<file path="src/rtl/l2_sched_pkg.sv">
// rtl/l2_sched_pkg.sv - shared types and helpers for the L2 crossbar address-phase scheduler
package l2_sched_pkg;

    typedef enum logic [1:0] {
        TGT_HND = 2'd0,
        TGT_PKT = 2'd1,
        TGT_ERR = 2'd2
    } tgt_e;

    typedef enum logic {
        ARB  = 1'b0,
        HOLD = 1'b1
    } state_e;

    localparam logic REQ_PE  = 1'b0;
    localparam logic REQ_DMA = 1'b1;

    // The reserved encoding routes to the error slave, so it is folded into TGT_ERR.
    function automatic tgt_e to_tgt(input logic [1:0] raw);
        return (raw == 2'd0) ? TGT_HND : (raw == 2'd1) ? TGT_PKT : TGT_ERR;
    endfunction

endpackage

</file>
<file path="src/rtl/l2_credit_cnt.sv">
// rtl/l2_credit_cnt.sv - saturating outstanding-transaction counter with full flag and underflow pulse
module l2_credit_cnt #(
    parameter int MaxCount = 16,
    parameter int Width    = $clog2(MaxCount + 1)
) (
    input  logic             clk_i,
    input  logic             rst_i,
    input  logic             inc_i,
    input  logic             dec_i,
    output logic [Width-1:0] cnt_o,
    output logic             full_o,
    output logic             uflow_o
);
    localparam logic [Width-1:0] MaxVal = Width'(MaxCount);
    localparam logic [Width-1:0] One    = Width'(1);

    logic [Width-1:0] cnt_q, cnt_d;

    always_comb begin
        cnt_d   = cnt_q;
        uflow_o = 1'b0;
        if (inc_i && !dec_i) begin
            if (cnt_q != MaxVal) cnt_d = cnt_q + One;
        end else if (dec_i && !inc_i) begin
            if (cnt_q == '0) uflow_o = 1'b1;
            else             cnt_d   = cnt_q - One;
        end
    end

    always_ff @(posedge clk_i) begin
        if (rst_i) cnt_q <= '0;
        else       cnt_q <= cnt_d;
    end

    assign cnt_o  = cnt_q;
    assign full_o = (cnt_q >= MaxVal);

endmodule

</file>
<file path="src/rtl/l2_xbar_txn_sched.sv">
// rtl/l2_xbar_txn_sched.sv - weighted round-robin PE/DMA address-phase gate with per-target credits
module l2_xbar_txn_sched
    import l2_sched_pkg::*;
#(
    parameter int MaxOutstanding = 16,
    parameter int PeWeight       = 1,
    parameter int DmaWeight      = 4,
    parameter int CntWidth       = $clog2(MaxOutstanding + 1)
) (
    input  logic                clk_i,
    input  logic                rst_i,
    input  logic                pe_valid_i,
    input  logic [1:0]          pe_tgt_i,
    output logic                pe_ready_o,
    output logic                pe_valid_o,
    input  logic                pe_ready_i,
    input  logic                dma_valid_i,
    input  logic [1:0]          dma_tgt_i,
    output logic                dma_ready_o,
    output logic                dma_valid_o,
    input  logic                dma_ready_i,
    input  logic [1:0]          cpl_i,
    output logic [CntWidth-1:0] hnd_cnt_o,
    output logic [CntWidth-1:0] pkt_cnt_o,
    output logic                cnt_err_o
);
    localparam logic [3:0] PeW  = 4'(PeWeight);
    localparam logic [3:0] DmaW = 4'(DmaWeight);

    state_e     state_q, state_d;
    logic       owner_q, owner_d;
    logic [3:0] weight_q, weight_d, weight_eff;
    logic       out_en_q, out_en, cnt_err_q;
    logic [1:0] req, rdy, elig, gnt, hs;
    logic       gnt_idx;
    tgt_e       tgt [2];
    tgt_e       hs_tgt;
    logic       hnd_full, pkt_full, hnd_uflow, pkt_uflow;

    function automatic logic [3:0] reload(input logic side);
        return (side == REQ_DMA) ? DmaW : PeW;
    endfunction

    assign req            = {dma_valid_i, pe_valid_i};
    assign rdy            = {dma_ready_i, pe_ready_i};
    assign tgt[REQ_PE]    = to_tgt(pe_tgt_i);
    assign tgt[REQ_DMA]   = to_tgt(dma_tgt_i);
    // Grants stay off through reset and the cycle after so credits settle before traffic.
    assign out_en         = out_en_q & ~rst_i;

    always_comb begin
        elig = '0;
        for (int i = 0; i < 2; i++) begin
            elig[i] = req[i] & ((tgt[i] == TGT_ERR) |
                                ((tgt[i] == TGT_HND) & ~hnd_full) |
                                ((tgt[i] == TGT_PKT) & ~pkt_full));
        end
    end

    always_ff @(posedge clk_i) begin
        if (rst_i) begin
            state_q   <= ARB;
            owner_q   <= REQ_DMA;
            weight_q  <= DmaW;
            out_en_q  <= 1'b0;
            cnt_err_q <= 1'b0;
        end else begin
            state_q   <= state_d;
            owner_q   <= owner_d;
            weight_q  <= weight_d;
            out_en_q  <= 1'b1;
            cnt_err_q <= cnt_err_q | hnd_uflow | pkt_uflow;
        end
    end

    // A held grant ignores credits: it was credit-checked when first issued.
    always_comb begin
        gnt = '0;
        if (out_en) begin
            if (state_q == HOLD)                        gnt[owner_q]  = 1'b1;
            else if (elig[owner_q] && weight_q != '0)   gnt[owner_q]  = 1'b1;
            else if (elig[~owner_q])                    gnt[~owner_q] = 1'b1;
        end
    end

    assign hs         = req & rdy & gnt;
    assign gnt_idx    = gnt[REQ_DMA];
    assign hs_tgt     = tgt[gnt_idx];
    assign weight_eff = (gnt_idx != owner_q) ? reload(gnt_idx) : weight_q;

    always_comb begin
        state_d  = state_q;
        owner_d  = owner_q;
        weight_d = weight_q;
        if (|gnt) begin
            owner_d  = gnt_idx;
            weight_d = weight_eff;
            if (|hs) begin
                state_d = ARB;
                if (weight_eff <= 4'd1) begin
                    if (req[~gnt_idx]) begin
                        owner_d  = ~gnt_idx;
                        weight_d = reload(~gnt_idx);
                    end else begin
                        weight_d = reload(gnt_idx);
                    end
                end else begin
                    weight_d = weight_eff - 4'd1;
                end
            end else if (state_q == HOLD && !req[gnt_idx]) begin
                state_d = ARB;
            end else begin
                state_d = HOLD;
            end
        end
    end

    l2_credit_cnt #(.MaxCount(MaxOutstanding), .Width(CntWidth)) u_hnd_cnt (
        .clk_i   (clk_i),
        .rst_i   (rst_i),
        .inc_i   ((|hs) && (hs_tgt == TGT_HND)),
        .dec_i   (cpl_i[0]),
        .cnt_o   (hnd_cnt_o),
        .full_o  (hnd_full),
        .uflow_o (hnd_uflow)
    );

    l2_credit_cnt #(.MaxCount(MaxOutstanding), .Width(CntWidth)) u_pkt_cnt (
        .clk_i   (clk_i),
        .rst_i   (rst_i),
        .inc_i   ((|hs) && (hs_tgt == TGT_PKT)),
        .dec_i   (cpl_i[1]),
        .cnt_o   (pkt_cnt_o),
        .full_o  (pkt_full),
        .uflow_o (pkt_uflow)
    );

    assign pe_valid_o  = pe_valid_i  & gnt[REQ_PE];
    assign pe_ready_o  = pe_ready_i  & gnt[REQ_PE];
    assign dma_valid_o = dma_valid_i & gnt[REQ_DMA];
    assign dma_ready_o = dma_ready_i & gnt[REQ_DMA];
    assign cnt_err_o   = cnt_err_q;

endmodule

</file>
<file path="config.mk">
export PLATFORM = sky130hd
export DESIGN_NAME = l2_xbar_txn_sched
export DESIGN_NICKNAME = d
export VERILOG_FILES = /design/src/rtl/l2_sched_pkg.sv /design/src/rtl/l2_credit_cnt.sv /design/src/rtl/l2_xbar_txn_sched.sv
export SDC_FILE = /design/constraint.sdc
export NUM_CORES = 1
export LEC_CHECK = 0
export BUFFER_PORTS_ARGS = -buffer_cell sky130_fd_sc_hd__buf_2
export CAP_MARGIN = 20
export CELL_PAD_IN_SITES_DETAIL_PLACEMENT = 1
export CELL_PAD_IN_SITES_GLOBAL_PLACEMENT = 1
export CORE_ASPECT_RATIO = 0.5
export CORE_UTILIZATION = 41
export DETAILED_ROUTE_END_ITERATION = 7
export PLACE_DENSITY = 0.76
export SLEW_MARGIN = 5
export SYNTH_ARGS = -nofsm -noshare
export SYNTH_HDL_FRONTEND = slang
export SYNTH_SLANG_ARGS = --single-unit
</file>
<file path="constraint.sdc">
create_clock -name clk_i -period 3.6 [get_ports clk_i]
set_input_delay 0.72 -clock clk_i [delete_from_list [all_inputs] [get_ports clk_i]]
set_output_delay 0.72 -clock clk_i [all_outputs]
set_load 0.1 [all_outputs]
</file>
==> results of run 1 <==
-- metrics by stage --
step	total power, mW	cells	instance area (sq um)
2_1_floorplan	1.16	167	1460
3_3_place_gp	1.36	252	1750
3_5_place_dp	1.40	252	1750
4_1_cts	1.58	256	1800
5_1_grt	1.71	258	1850
6_report	1.60	258	1850
-- metal layers --
metal	global-route usage [%]	part of all wire, %
met5	0	0
met4	7.67	1.1
met1	30.3	48
met2	41.3	47
met3	5.04	3.9
-- timing repair --
item	in CTS	in global routing
hold buffers	0	0
resized for setup	0	7
setup buffers	0	2
setup endpoints to repair	0	2
-- state kept, by name, summed over array words and instances, names as in the netlist --
register and cells:
weight_q 4, owner_q 1, u_hnd_cnt.cnt_o 5, u_pkt_cnt.cnt_o 5
state_q 1, out_en_q 1, cnt_err_o 1
-- worst max-delay path, delay by kind of cell, from the launching register on --
kind	cells	cell delay (ns)
DFF	1	0.34
AOI/OAI and AO/OA	7	1.29
and+or+nand+nor	4	1.35
adders and majority gates	1	0.42
-- placed cells by master, fill, tap and decap left out, types with 3 or more instances in the layout --
master,Yosys,layout
a21o_1,6,6
a21oi_1,13,10
a21oi_2,2,5
and3_1,3,3
buf_2,0,26
buf_4,1,17
clkbuf_8,0,4
dfxtp_1,18,16
ha_1,8,8
inv_1,9,9
mux2i_1,9,7
mux2i_2,1,3
nand2_1,7,7
nand3_1,5,5
nor2_1,18,18
nor2b_1,4,4
nor3_1,3,3
or2_2,4,4
xor2_1,4,4
-- worst paths after layout --
kind                                  start                 end  slack [ns]  cells past startpoint
worst max-delay path            weight_q[1]  u_pkt_cnt.cnt_o[4]        0.12                     12
worst max register to register  weight_q[1]  u_pkt_cnt.cnt_o[4]        0.12                     12
worst min register to register  weight_q[3]         weight_q[3]        0.50                      2
worst min-delay path            weight_q[3]         weight_q[3]        0.50                      2
-- cells by family after synthesis --
family / Yosys count / share of synthesized area [%]
AO/OA/AOI/OAI: 48 / 25.7
AND/OR/NAND/NOR: 60 / 23.3
XOR/XNOR: 6 / 3.60
multiplexers: 12 / 9.43
flip-flops: 18 / 24.7
buffers and inverters: 13 / 3.60
adder cells (fa/ha/maj): 10 / 9.61
-- power by group through the flow --
stage	combinational (mW)	clock (mW)	sequential, mW
detailed placement	1.04	0	0.356
CTS	1.05	0.175	0.351
finish	1.08	0.170	0.355
floorplan	0.490	0	0.668
global route	1.16	0.185	0.367
global placement	1.01	0	0.349
-- area by class of cell --
| type | instances | share of cell area [%] |
|---|---|---|
| sequential | 18 | 19.6 |
| timing repair buffer | 43 | 13.9 |
| multi-input combinational | 136 | 58.4 |
| clock buffer | 4 | 2.98 |
| tap | 48 | 3.25 |
| inverter | 9 | 1.83 |
==> out/results.ini, run 1 <==
[place]
io_buffers=26
post-place-ws_ns=-0.209
hpwl_microns=3270
place_congestion=0.807

[power]
p_per_area_nw_per_um2=868
p_sw_mw=0.881
p_int_mw=0.723
pwr-share-comb_pct=67.2
p_clk_share_pct=10.6
leakage_nw=0.846
power_frac_seq_pct=22.2
p_sw_share_pct=54.9
vdd_ir_drop_max_uv=562

[timing]
setup-tns-final_ns=0
worstMarginPinSlew_ns=0.685
min_period_ns=3.48
layout_setup_ws_ns=0.122
slew_viol_final=0
max_slew_margin_pct=53.9
fin_skew_ns=0.00504
finalCritPeriodShare_pct=96.6
max_freq_ghz=0.287
hold_violations=0
setup_violations=0
hold_ws_ns=0.495
rsz0062_at_grt=yes

[cells_and_area]
syn_to_final_growth_pct=26.7
multi_input_area_sq_um=1080
nets=233
insertedDiodeCount=0
drive_gt1_share_pct=35.2
fill_cells=406
ff_latch_area_sq_um=363
fin_util_pct=58.0

[worst_setup_path]
slowest_stage=or4_4
cp.required_ns=3.77
worstSetupStartpointType=register
endpoint_kind=register
path_max_fanout=7
critPathMaxStageDelay_ns=0.58
worst_ep_arrival_time_ns=3.65
path_class=reg2reg
crit_chain=or4_4 > o211a_2 > o21ai_4 > and4_4 > o22ai_2 > or2_2 > fa_1 > a21o_1 > a21oi_2 > nand3_1 > o21a_1 > o31ai_2

[route]
first_iter_violations=34
antenna_left=0
wirelength_microns=4140
drc=0
vias=1460
wl_per_cell_microns=16.1
avgViaCountPerCell=5.66
dr.pass1.iters=4

[synth]
synth_ff_type=dfxtp_1
syn_area_sq_um=1460
synth_top_area_cell=dfxtp_1
syn_nets=189
synthTopCellsByCount=dfxtp_1, nor2_1, a21oi_1
ys_types=57
ys_seq_elements=18
async_reset_ff_share_pct=0
synth_edf_count=0
yosys-top-cells-area=dfxtp_1, ha_1, mux2i_1, nor2_1, a21oi_1
syn_avg_cell_area_sq_um=8.74
ys_warn_count=0
postSynthCellCount=167
yosysSeqAreaShare_pct=24.7
synth_top_area_share_pct=24.7

[clock_network]
cts.sinks=18
cts_tree=done
clkSlewWorstSetupHoldPaths_ns=0.07
cts_root_buffer=clkbuf_8
numCtsBuffers=3
clk_latency_ns=0.26
cts_htree_levels=1
clockBufferDepth=2

[global_route]
grt_pass1_wl_microns=6870
grt_util_all_layers_pct=23.8
grt_max_degree=18
grt_pass1_vias=1451
antenna_found_initial=0
overflow=0

[run]
drv_cap=0

[floorplan]
start_util_pct=45.8
die_w_microns=86.4
core_area_sq_um=3190
top_level_ports=27
die-height_microns=44.2
rows=14
die_area_sq_um=3820

[hold_path]
hold_class=reg2reg

[outcome]
status=finished, final reports clean

Note: power is estimated with default switching activity, not from simulation.
==> inputs of run 2 (changes only) <==
--- a/constraint.sdc
+++ b/constraint.sdc
@@ -3,2 +3,2 @@
 set_output_delay 0.72 -clock clk_i [all_outputs]
-set_load 0.1 [all_outputs]
+set_load 0.05 [all_outputs]
==> out/results.ini, run 2 (same netlist as run 1, synthesis figures left out) <==
[floorplan]
top_level_ports=27
core_area_sq_um=3190
die-height_microns=44.2
die_area_sq_um=3820
rows=14
die_w_microns=86.4
start_util_pct=45.8

[power]
p_per_area_nw_per_um2=751
leakage_nw=0.859
vdd_ir_drop_max_uv=417

[clock_network]
clkSlewWorstSetupHoldPaths_ns=0.07
cts_root_buffer=clkbuf_8
cts_htree_levels=1
clockBufferDepth=2
cts.sinks=18
numCtsBuffers=3
clk_latency_ns=0.26
cts_tree=done

[timing]
finalCritPeriodShare_pct=95.3
fin_skew_ns=0.00344
worstMarginPinSlew_ns=0.666
slew_viol_final=0
hold_violations=0
hold_ws_ns=0.481
setup_violations=0
min_period_ns=3.43
max_freq_ghz=0.292
max_slew_margin_pct=55.2

[worst_setup_path]
worst_ep_arrival_time_ns=3.60
cp.required_ns=3.77
ff2ff_setup_slack_ns=0.17
rr_endpoint=u_pkt_cnt.cnt_o[4]
reg2reg_from=weight_q[1]
critPathCapture=u_pkt_cnt.cnt_o[4]
endpoint_kind=register
worstSetupStartpoint=weight_q[1]
worstSetupStartpointType=register
path_class=reg2reg
rr_worst_depth=12
path_max_fanout=6

[outcome]
status=finished, final reports clean

[cells_and_area]
final_cells=261
layout_commonest_cell=buf_2
syn_to_final_growth_pct=28.3
fill_cells=404
ff_latch_area_sq_um=360
nets=236
multi_input_area_sq_um=1080
insertedDiodeCount=0
drive_gt1_share_pct=35.2
final_cell_mix=buf_2, buf_4, nor2_1, dfxtp_1, a21oi_1

[route]
avgViaCountPerCell=5.56
vias=1452
drc=0
wirelength_microns=4150
wl_per_cell_microns=15.9
antenna_left=0
first_iter_violations=30
dr.pass1.iters=4

[global_route]
grt_max_degree=18
grt_util_all_layers_pct=23.7
grt_pass1_wl_microns=6910
antenna_found_initial=0
overflow=0
grt_pass1_vias=1382

[place]
place_congestion=0.778
io_buffers=26
placedCellCount=253
hpwl_microns=3050

[run]
drv_cap=0

[hold_path]
hold_class=reg2reg

-- run 2: timing repair --
| action | in CTS | in global routing |
|---|---|---|
| hold buffers | 0 | 0 |
| resized for setup | 0 | 8 |
| pin swaps | 0 | 3 |
| setup buffers | 1 | 3 |
| setup endpoints to repair | 1 | 2 |
-- run 2: layout make-up --
class	instances	area share [%]
Multi-Input combinational cell	136	57.8
Sequential cell	18	19.3
Timing Repair Buffer	46	15.0
Tap cell	48	3.21
Clock buffer	4	2.94
Inverter	9	1.80
-- run 2: worst min path at each step --
stage / from / to / slack, ns / cells after the start
detailed placement: cnt_err_o / cnt_err_o / 0.47 / 2
global placement: cnt_err_o / cnt_err_o / 0.46 / 2
floorplan: weight_q[1] / weight_q[1] / 0.46 / 2
finish: cnt_err_o / cnt_err_o / 0.48 / 2
CTS: cnt_err_o / cnt_err_o / 0.48 / 2
global route: cnt_err_o / cnt_err_o / 0.51 / 2
-- run 2: per-layer routing --
layer  vias to the layer above  wire (microns)  global-route usage (%)
li1                        712               -                       -
met1                       712            2040                    32.6
met2                        26            1950                    40.0
met3                         2             142                    5.22
met4                         0               8                    3.00
met5                         -               0                       0
-- run 2: per-stage QoR --
step           power (mW)  utilization (%)  worst slack (ns)  area, sq um  setup TNS [ns]
2_1_floorplan       0.970                -             0.197         1460               0
3_3_place_gp         1.17             54.9            -0.131         1750          -0.239
3_5_place_dp         1.20             54.9            -0.216         1750          -0.405
4_1_cts              1.38             56.9            0.0739         1810               0
5_1_grt              1.51             58.7           -0.0181         1870         -0.0181
6_report             1.41             58.7             0.170         1870               0
-- run 2: critical path, cell delays in order, from the launching register on --
cell	delay, ns
dfxtp_1	0.34
or4_4	0.58
o211a_2	0.19
o21ai_4	0.23
and4_4	0.30
o22ai_2	0.10
or2_2	0.34
fa_1	0.40
a21o_1	0.19
a21oi_2	0.16
nand3_1	0.13
o21a_1	0.21
o31ai_2	0.18
-- run 2: power by group --
group	switching (mW)	total, mW	internal (mW)
registers	0.0883	0.349	0.261
clock network	0.0724	0.170	0.0973
logic	0.525	0.888	0.363
total	0.685	1.41	0.721
